<file path="src/rtl/prod_ctrl_pkg.sv">
// Shared types for the producer arbitration FSM.
// State encoding and the state-to-LED mapping live here.
package prod_ctrl_pkg;

    typedef enum logic [1:0] {
        S_IDLE  = 2'd0,
        S_COMM  = 2'd1,
        S_WAIT  = 2'd2,
        S_DRAIN = 2'd3
    } state_e;

    localparam int LED_W = 4;

    function automatic logic [LED_W-1:0] state_led_f(state_e s);
        unique case (s)
            S_IDLE:  state_led_f = 4'b0001;
            S_COMM:  state_led_f = 4'b0010;
            S_WAIT:  state_led_f = 4'b0100;
            S_DRAIN: state_led_f = 4'b1000;
            default: state_led_f = 4'b0001;
        endcase
    endfunction

endpackage

</file>
<file path="src/rtl/prod_ctrl_fsm_rise_det.sv">
// Rising-edge detector for raw buttons.
// A button already held when reset releases yields no rise until re-pressed.
module rise_det #(
    parameter int W = 1
) (
    input  logic         clk,
    input  logic         rst,
    input  logic [W-1:0] din,
    output logic [W-1:0] rise
);

    logic [W-1:0] prev_q;
    logic         arm_q;

    always_ff @(posedge clk or negedge rst) begin
        if (!rst) begin
            prev_q <= '0;
            arm_q  <= 1'b0;
        end else begin
            prev_q <= din;
            arm_q  <= 1'b1;
        end
    end

    // First cycle after reset only samples the level, it never fires
    assign rise = din & ~prev_q & {W{arm_q}};

endmodule

</file>
<file path="src/rtl/prod_ctrl_fsm.sv">
// Arbitrates N_CH producers into the shared slow-clock buffer,
// with a stall watchdog on the buffer-full wait.
module prod_ctrl_fsm
    import prod_ctrl_pkg::*;
#(
    parameter int N_CH     = 2,
    parameter int SEL_W    = 3,
    parameter int WAIT_MAX = 1000000,
    parameter int CNT_W    = 20
) (
    input  logic              clk,
    input  logic              rst,
    input  logic [N_CH-1:0]   start,
    input  logic              stop,
    input  logic              buffer_full,
    input  logic              buffer_empty,
    input  logic              data_2_valid,
    output logic [N_CH-1:0]   en,
    output logic [SEL_W-1:0]  sel,
    output logic [LED_W-1:0]  state_led,
    output logic              timeout
);

    localparam logic [CNT_W-1:0] CNT_LAST =
        CNT_W'((WAIT_MAX == 0) ? 0 : WAIT_MAX - 1);

    state_e           state_q;
    logic [SEL_W-1:0] sel_q;
    logic [CNT_W-1:0] cnt_q;
    logic             timeout_q;
    logic [N_CH-1:0]  start_rise;
    logic             stop_rise;

    rise_det #(.W(N_CH)) u_start_det (
        .clk  (clk),
        .rst  (rst),
        .din  (start),
        .rise (start_rise)
    );

    rise_det #(.W(1)) u_stop_det (
        .clk  (clk),
        .rst  (rst),
        .din  (stop),
        .rise (stop_rise)
    );

    // Lowest set index wins
    function automatic logic [SEL_W-1:0] prio_enc(logic [N_CH-1:0] v);
        prio_enc = '0;
        for (int i = N_CH - 1; i >= 0; i--) begin
            if (v[i]) prio_enc = SEL_W'(i);
        end
    endfunction

    always_ff @(posedge clk or negedge rst) begin
        if (!rst) begin
            state_q   <= S_IDLE;
            sel_q     <= '0;
            cnt_q     <= '0;
            timeout_q <= 1'b0;
        end else begin
            unique case (state_q)
                S_IDLE: begin
                    if (|start_rise) begin
                        state_q   <= S_COMM;
                        sel_q     <= prio_enc(start_rise);
                        timeout_q <= 1'b0;
                    end
                end
                S_COMM: begin
                    if (stop_rise) begin
                        state_q <= S_DRAIN;
                    end else if (buffer_full) begin
                        state_q <= S_WAIT;
                        cnt_q   <= '0;
                    end
                end
                S_WAIT: begin
                    if (stop_rise) begin
                        state_q <= S_DRAIN;
                    end else if (!buffer_full) begin
                        state_q <= S_COMM;
                    end else if (WAIT_MAX != 0 && cnt_q == CNT_LAST) begin
                        state_q   <= S_DRAIN;
                        timeout_q <= 1'b1;
                    end else if (cnt_q != '1) begin
                        cnt_q <= cnt_q + 1'b1;
                    end
                end
                S_DRAIN: begin
                    if (buffer_empty && !data_2_valid) begin
                        state_q <= S_IDLE;
                    end
                end
                default: state_q <= S_IDLE;
            endcase
        end
    end

    always_comb begin
        en = '0;
        if (state_q == S_COMM) begin
            for (int i = 0; i < N_CH; i++) begin
                en[i] = (sel_q == SEL_W'(i));
            end
        end
    end

    assign sel       = sel_q;
    assign state_led = state_led_f(state_q);
    assign timeout   = timeout_q;

endmodule

</file>
<file path="config.mk">
export PLATFORM = sky130hd
export DESIGN_NAME = prod_ctrl_fsm
export DESIGN_NICKNAME = d
export VERILOG_FILES = /design/src/rtl/prod_ctrl_pkg.sv /design/src/rtl/prod_ctrl_fsm_rise_det.sv /design/src/rtl/prod_ctrl_fsm.sv
export SDC_FILE = /design/constraint.sdc
export NUM_CORES = 1
export LEC_CHECK = 0
export CORE_ASPECT_RATIO = 0.75
export CORE_MARGIN = 4
export CORE_UTILIZATION = 40
export DETAILED_ROUTE_END_ITERATION = 8
export PLACE_DENSITY_LB_ADDON = 0.3
export SKIP_LAST_GASP = 1
export SYNTH_ARGS = -nofsm -noshare
export SYNTH_HDL_FRONTEND = slang
export SYNTH_SLANG_ARGS = --single-unit
</file>
<file path="constraint.sdc">
create_clock -name clk -period 3.92 [get_ports clk]
set_input_delay 0.784 -clock clk [delete_from_list [all_inputs] [get_ports clk]]
set_output_delay 0.784 -clock clk [all_outputs]
set_load 0.1 [all_outputs]
</file>
Word level (Yosys, flattened, before mapping)
Index checks and enable logic that the tools add are counted.

operators by class
  eq/ne operators = 17
  muxes and demuxes = 24
  bitwise operators = 6
  $add $sub $neg = 1
  reduce and logical (&&, ||, !) cells = 11

operators with widths
  kind                   count
  $mux 20                6
  $pmux 20 s2            1
  $add 20x1->20 const B  1
  $eq 20x20->1 const B   1
  $ne 20x20->1 const B   1
  $ne 2x2->1 const B     9
  $mux 2                 8
  $pmux 4 s4             1
  $pmux 2 s4             1
  $reduce_and 7->1       1
  $mux 1                 5
  $reduce_and 5->1       1
  $and 2x2->2            2
  $eq 2x2->1 const B     2
  $ne 4x4->1 const B     1
  $reduce_and 4->1       1
  $reduce_bool 2->1      2
  $eq 3x1->1 const B     1
  $logic_not 3->1        1
  $mux 3                 1
  $ne 3x3->1 const B     1
  $and 1x1->1            2
  $eq 2x1->1 const B     1
  $logic_not 2->1        1
  other kinds (7)        7

word-level totals
  logic and storage cells = 66
  output and inout port bits = 10
  flip-flop bits (word level) = 30
  input bits = 8

Depth between registers and ports, before layout
  depth after elaboration = 6
  mapped depth = 7
  depth with buffers taken out = 6

Hierarchy
From an unflattened synthesis, not the netlist that was laid out.

unflattened totals
  cells, all modules = 175
  area, all modules = 1,620.3 µm²

modules (own cells, without submodules)
  module                  cells an instance  area each (µm²)  seq. area each (µm²)  times used
  prod_ctrl_fsm           165                1,461.4          600.6                 1
  rise_det (u_start_det)  6                  96.3             75.1                  1
  rise_det (u_stop_det)   4                  62.6             50.0                  1

Worst setup path after synthesis
OpenSTA, ideal clock, no wires.

  path type = register to output
  start point = reg sel_q[0] (netlist: sel[0])
  end point = out en[0]
  path slack = 0.214 ns
  cell stages (with the launch flop) = 2
  data required time = 3.136 ns
  buffers on the path = 0
  arrival = 2.922 ns
  cells stage by stage = dfrtp_1 -> nor3_1

between the ends
  word-level cells in the longest chain between the ends = 2

RTL lines
  element                   line                  text
  start: declaration        prod_ctrl_fsm.sv:28   logic [SEL_W-1:0] sel_q;
  start signal: assignment  prod_ctrl_fsm.sv:67   sel_q <= prio_enc(start_rise);
  $logic_not 3->1           prod_ctrl_fsm.sv:105  en[i] = (sel_q == SEL_W'(i));
  $mux 2                    prod_ctrl_fsm.sv:103  if (state_q == S_COMM) begin
  end: declaration          prod_ctrl_fsm.sv:18   output logic [N_CH-1:0] en,

No other way between the ends.

Worst setup path after layout
  start point = reg state_q[1]
  end point = out state_led[3]

between the ends
  word-level cells in the longest chain between the ends = 2
  elaborated cells on any way between the ends = 5
  classes of those cells = 3 x eq/ne; 1 x mux; 1 x reduce/logical

RTL lines
  element                                   line                 text
  start: declaration                        prod_ctrl_fsm.sv:27  state_e state_q;
  start signal: assignment                  prod_ctrl_fsm.sv:58  state_q <= S_IDLE;
  start signal: assignment                  prod_ctrl_fsm.sv:66  state_q <= S_COMM;
  start signal: assignment                  prod_ctrl_fsm.sv:73  state_q <= S_DRAIN;
  $eq 2x2->1, or another cell as far along  prod_ctrl_pkg.sv:15  unique case (s)
  $pmux 4 s4 *                              prod_ctrl_pkg.sv:15
  end: declaration                          prod_ctrl_fsm.sv:20  output logic [LED_W-1:0] state_led,

Mark *: on every way between the ends. The rest lies on a longest branch, timed or not.

==> flow_summary.ini <==
[clock_network]
cts_tree = yes
cts_resized = 0
path_clk_slew_ps = 90
clock_path_buffers = 2
clock_sinks = 28
cts_root_buffer = clkbuf_8
cts_buffers = 3
insertion_delay_ps = 280
h-tree-depth = 1
hold_buffers = 0
postCtsSetupBuffers = 0

[power]
switchingPower_uw = 665
p_int_uw = 583
peakVddDrop_uv = 553
clockPowerShare_pct = 14.5
p_comb_share_pct = 51.5
power_density_nw_per_um2 = 628
swShare_pct = 53.3
p_leak_uw = 0.000829
seqPwrFrac_pct = 34.0

[setup_path]
start_kind = flip-flop
timing.rr.start = state_q[0]$_DFFE_PN0P_
required_ps = 3140
rr_endpoint = cnt_q[10]$_DFFE_PN0P_
worst-path-max-fanout = 18
rr_worst_depth = 5
cp-startpoint = state_q[1]$_DFFE_PN0P_
slowest_stage = dfrtp_1
path_cells = inv_1 > nor2_1 > buf_4
cp_slowest_stage_delay_ps = 710
crit_arrival_ps = 2010
crit_type = reg2out
reg2reg_setup_slack_ps = 1860
cp-end-kind = primary output

[min_path]
min-delay-start = cnt_q[13]$_DFFE_PN0P_
min_path_cells = 1
hp-class = reg2reg
hold_path_end = cnt_q[13]$_DFFE_PN0P_

[cells_and_area]
final_nets = 221
diodes = 0
final_cell_count_no_fill = 266
drive_gt1_share_pct = 12.8
area_growth_pct = 12.7

[logic_synthesis]
async_flop_share_pct = 100
synth_cell_types = 54
synth_seq_cells = 28
yosys.area.top_type = dfrtp_1
ys_seq_area_share_pct = 39.7
syn_inst = 199
synth_area_leaders = dfrtp_1 (40%), nand2_1 (4.7%), a31oi_1 (3.5%)
synth_edf_count = 0
netlist_area_um2 = 1760
synth_top_area_share_pct = 39.7
synth_warnings = 0
synthFlopType = dfrtp_1
avgSynthCellArea_um2 = 8.86

[die]
core_area_um2 = 4150
die_y_um = 65.5
initial_utilization_pct = 42.4
chipWidth_um = 84.7
die_area_um2 = 5540
num_rows = 20
io_pins = 18

[placed_design]
place_hpwl_mm = 3.28
numPortBuffers = 15
placedCellCount = 262
place_congestion = 0.907

[routing]
drcViolationCount = 0
wl_per_cell_um = 16.8
antenna_left = 0
vias_per_cell = 6.21
via_count = 1651
first_pass_iters = 5
drt_iter0_markers = 176
routed_wl_mm = 4.48

[timing]
fin_crit_sh_pct = 71.2
maxSlewViolCount = 0
setup_viol = 0
fin_setup_tns_ps = 0
fin_crit_ps = 2790
achievable-frequency_mhz = 358
clock_skew_ps = 1.55
finalHoldViolations = 0
tightest_slew_ps = 970
rsz0062_at_grt = false
max_slew_margin_pct = 35.1

[global_route]
grt_max_degree = 29
grt_pass1_vias = 1475
grt_pass1_wl_mm = 7.58
antenna_found_initial = 0
track_usage_pct = 17.4
grt_overflow = 0

[run_status]
status = finished clean

[job]
maxCapViolations = 0
## flip-flops by register name, summed over array words and instances, names as in the netlist
register            flops
cnt_q                  20
state_q                 2
u_start_det.prev_q      2
sel                     1
timeout                 1
u_stop_det.arm_q        1
u_stop_det.prev_q       1
## Yosys cell counts (2+ instances only)
| cell | count |
|---|---|
| dfrtp_1 | 28 |
| nand2_1 | 22 |
| nor2_1 | 14 |
| a21oi_1 | 12 |
| a31oi_1 | 10 |
| nand3_1 | 10 |
| nand4_1 | 10 |
| o21ai_0 | 8 |
| nor3_1 | 7 |
| and3_1 | 5 |
| buf_2 | 4 |
| mux2i_1 | 4 |
| and2_1 | 3 |
| clkbuf_1 | 3 |
| inv_1 | 3 |
| o221ai_1 | 3 |
| and3_2 | 2 |
| and4_1 | 2 |
| buf_4 | 2 |
| conb_1 | 2 |
| nand2b_1 | 2 |
| nand3b_1 | 2 |
| nor2b_1 | 2 |
| nor4_1 | 2 |
| nor4b_1 | 2 |
| o211ai_1 | 2 |
| o21bai_1 | 2 |
| o311ai_0 | 2 |
| o31a_2 | 2 |
| o31ai_1 | 2 |
| or2_2 | 2 |
## layout make-up
type,instances,area [um^2]
multi-input cells,159,1000
inverters,4,15.0
well taps,55,68.8
flip-flops and latches,28,701
fillers,409,2170
clock buffers,4,55.1
repair buffers,16,143
## cell usage in the layout (no fill, tap or decap), drive strengths merged, types with 2 or more instances in the layout
cell	instances
a211oi	2
a21oi	12
a31oi	10
and2	3
and3	7
and4	3
buf	7
clkbuf	4
clkdlybuf4s50	9
conb	3
dfrtp	28
inv	4
mux2i	4
nand2	23
nand2b	2
nand3	10
nand3b	3
nand4	10
nor2	15
nor2b	2
nor3	7
nor4	2
nor4b	2
o211ai	2
o21ai	8
o21bai	2
o221ai	3
o22ai	2
o311ai	2
o31a	2
o31ai	2
or2	2
or3	2
## how the worst max path moves through the flow
| stage | endpoint | depth (start not counted) |
|---|---|---|
| after floorplan | en[0] | 1 |
| after global placement | cnt_q[10]$_DFFE_PN0P_ | 5 |
| after detailed placement | cnt_q[10]$_DFFE_PN0P_ | 5 |
| after CTS | state_led[3] | 3 |
| after global routing | state_led[3] | 3 |
| final | state_led[3] | 3 |
## power by group through the flow
stage | sequential (uW) | clock, uW | combinational [uW]
finish | 424 | 181 | 643
global route | 436 | 198 | 686
CTS | 421 | 186 | 644
detailed placement | 427 | 0 | 642
global placement | 429 | 0 | 642
floorplan | 446 | 0 | 473
## through the flow
stage	cell area [um^2]	total power, uW	hold WS, ps	utilization [%]	setup slack, ps
after floorplan	1770	919	482	-	214
after global routing	1990	1320	580	47.8	967
after detailed placement	1930	1070	518	46.5	1290
after CTS	1990	1250	536	47.8	1180
final	1990	1250	550	47.8	1130
after global placement	1930	1070	523	46.5	1360
## routing by layer
metal | GRT usage [%] | vias to the layer above | wire, um
li1 | - | 780 | -
met1 | 27.6 | 801 | 2320
met2 | 23.5 | 68 | 1800
met3 | 3.63 | 2 | 328
met4 | 4.15 | 0 | 24
met5 | 0 | - | 0
## kinds of logic after synthesis
logic type                 Yosys count  synth area share (%)
AOI/OAI and AO/OA                   55                  22.2
muxes                                5                  2.91
adders and majority gates            1                 0.710
buffers and inverters               13                  3.48
other                                2                 0.426
DFF                                 28                  39.7
and+or+nand+nor                     95                  30.5
## critical path, delay by kind of cell, from the launching register on
| kind | cells | cell delay, ps |
|---|---|---|
| buffers and inverters | 2 | 590 |
| and+or+nand+nor | 1 | 410 |
| DFF | 1 | 710 |
No activity file was read; power rests on OpenSTA's default activity.
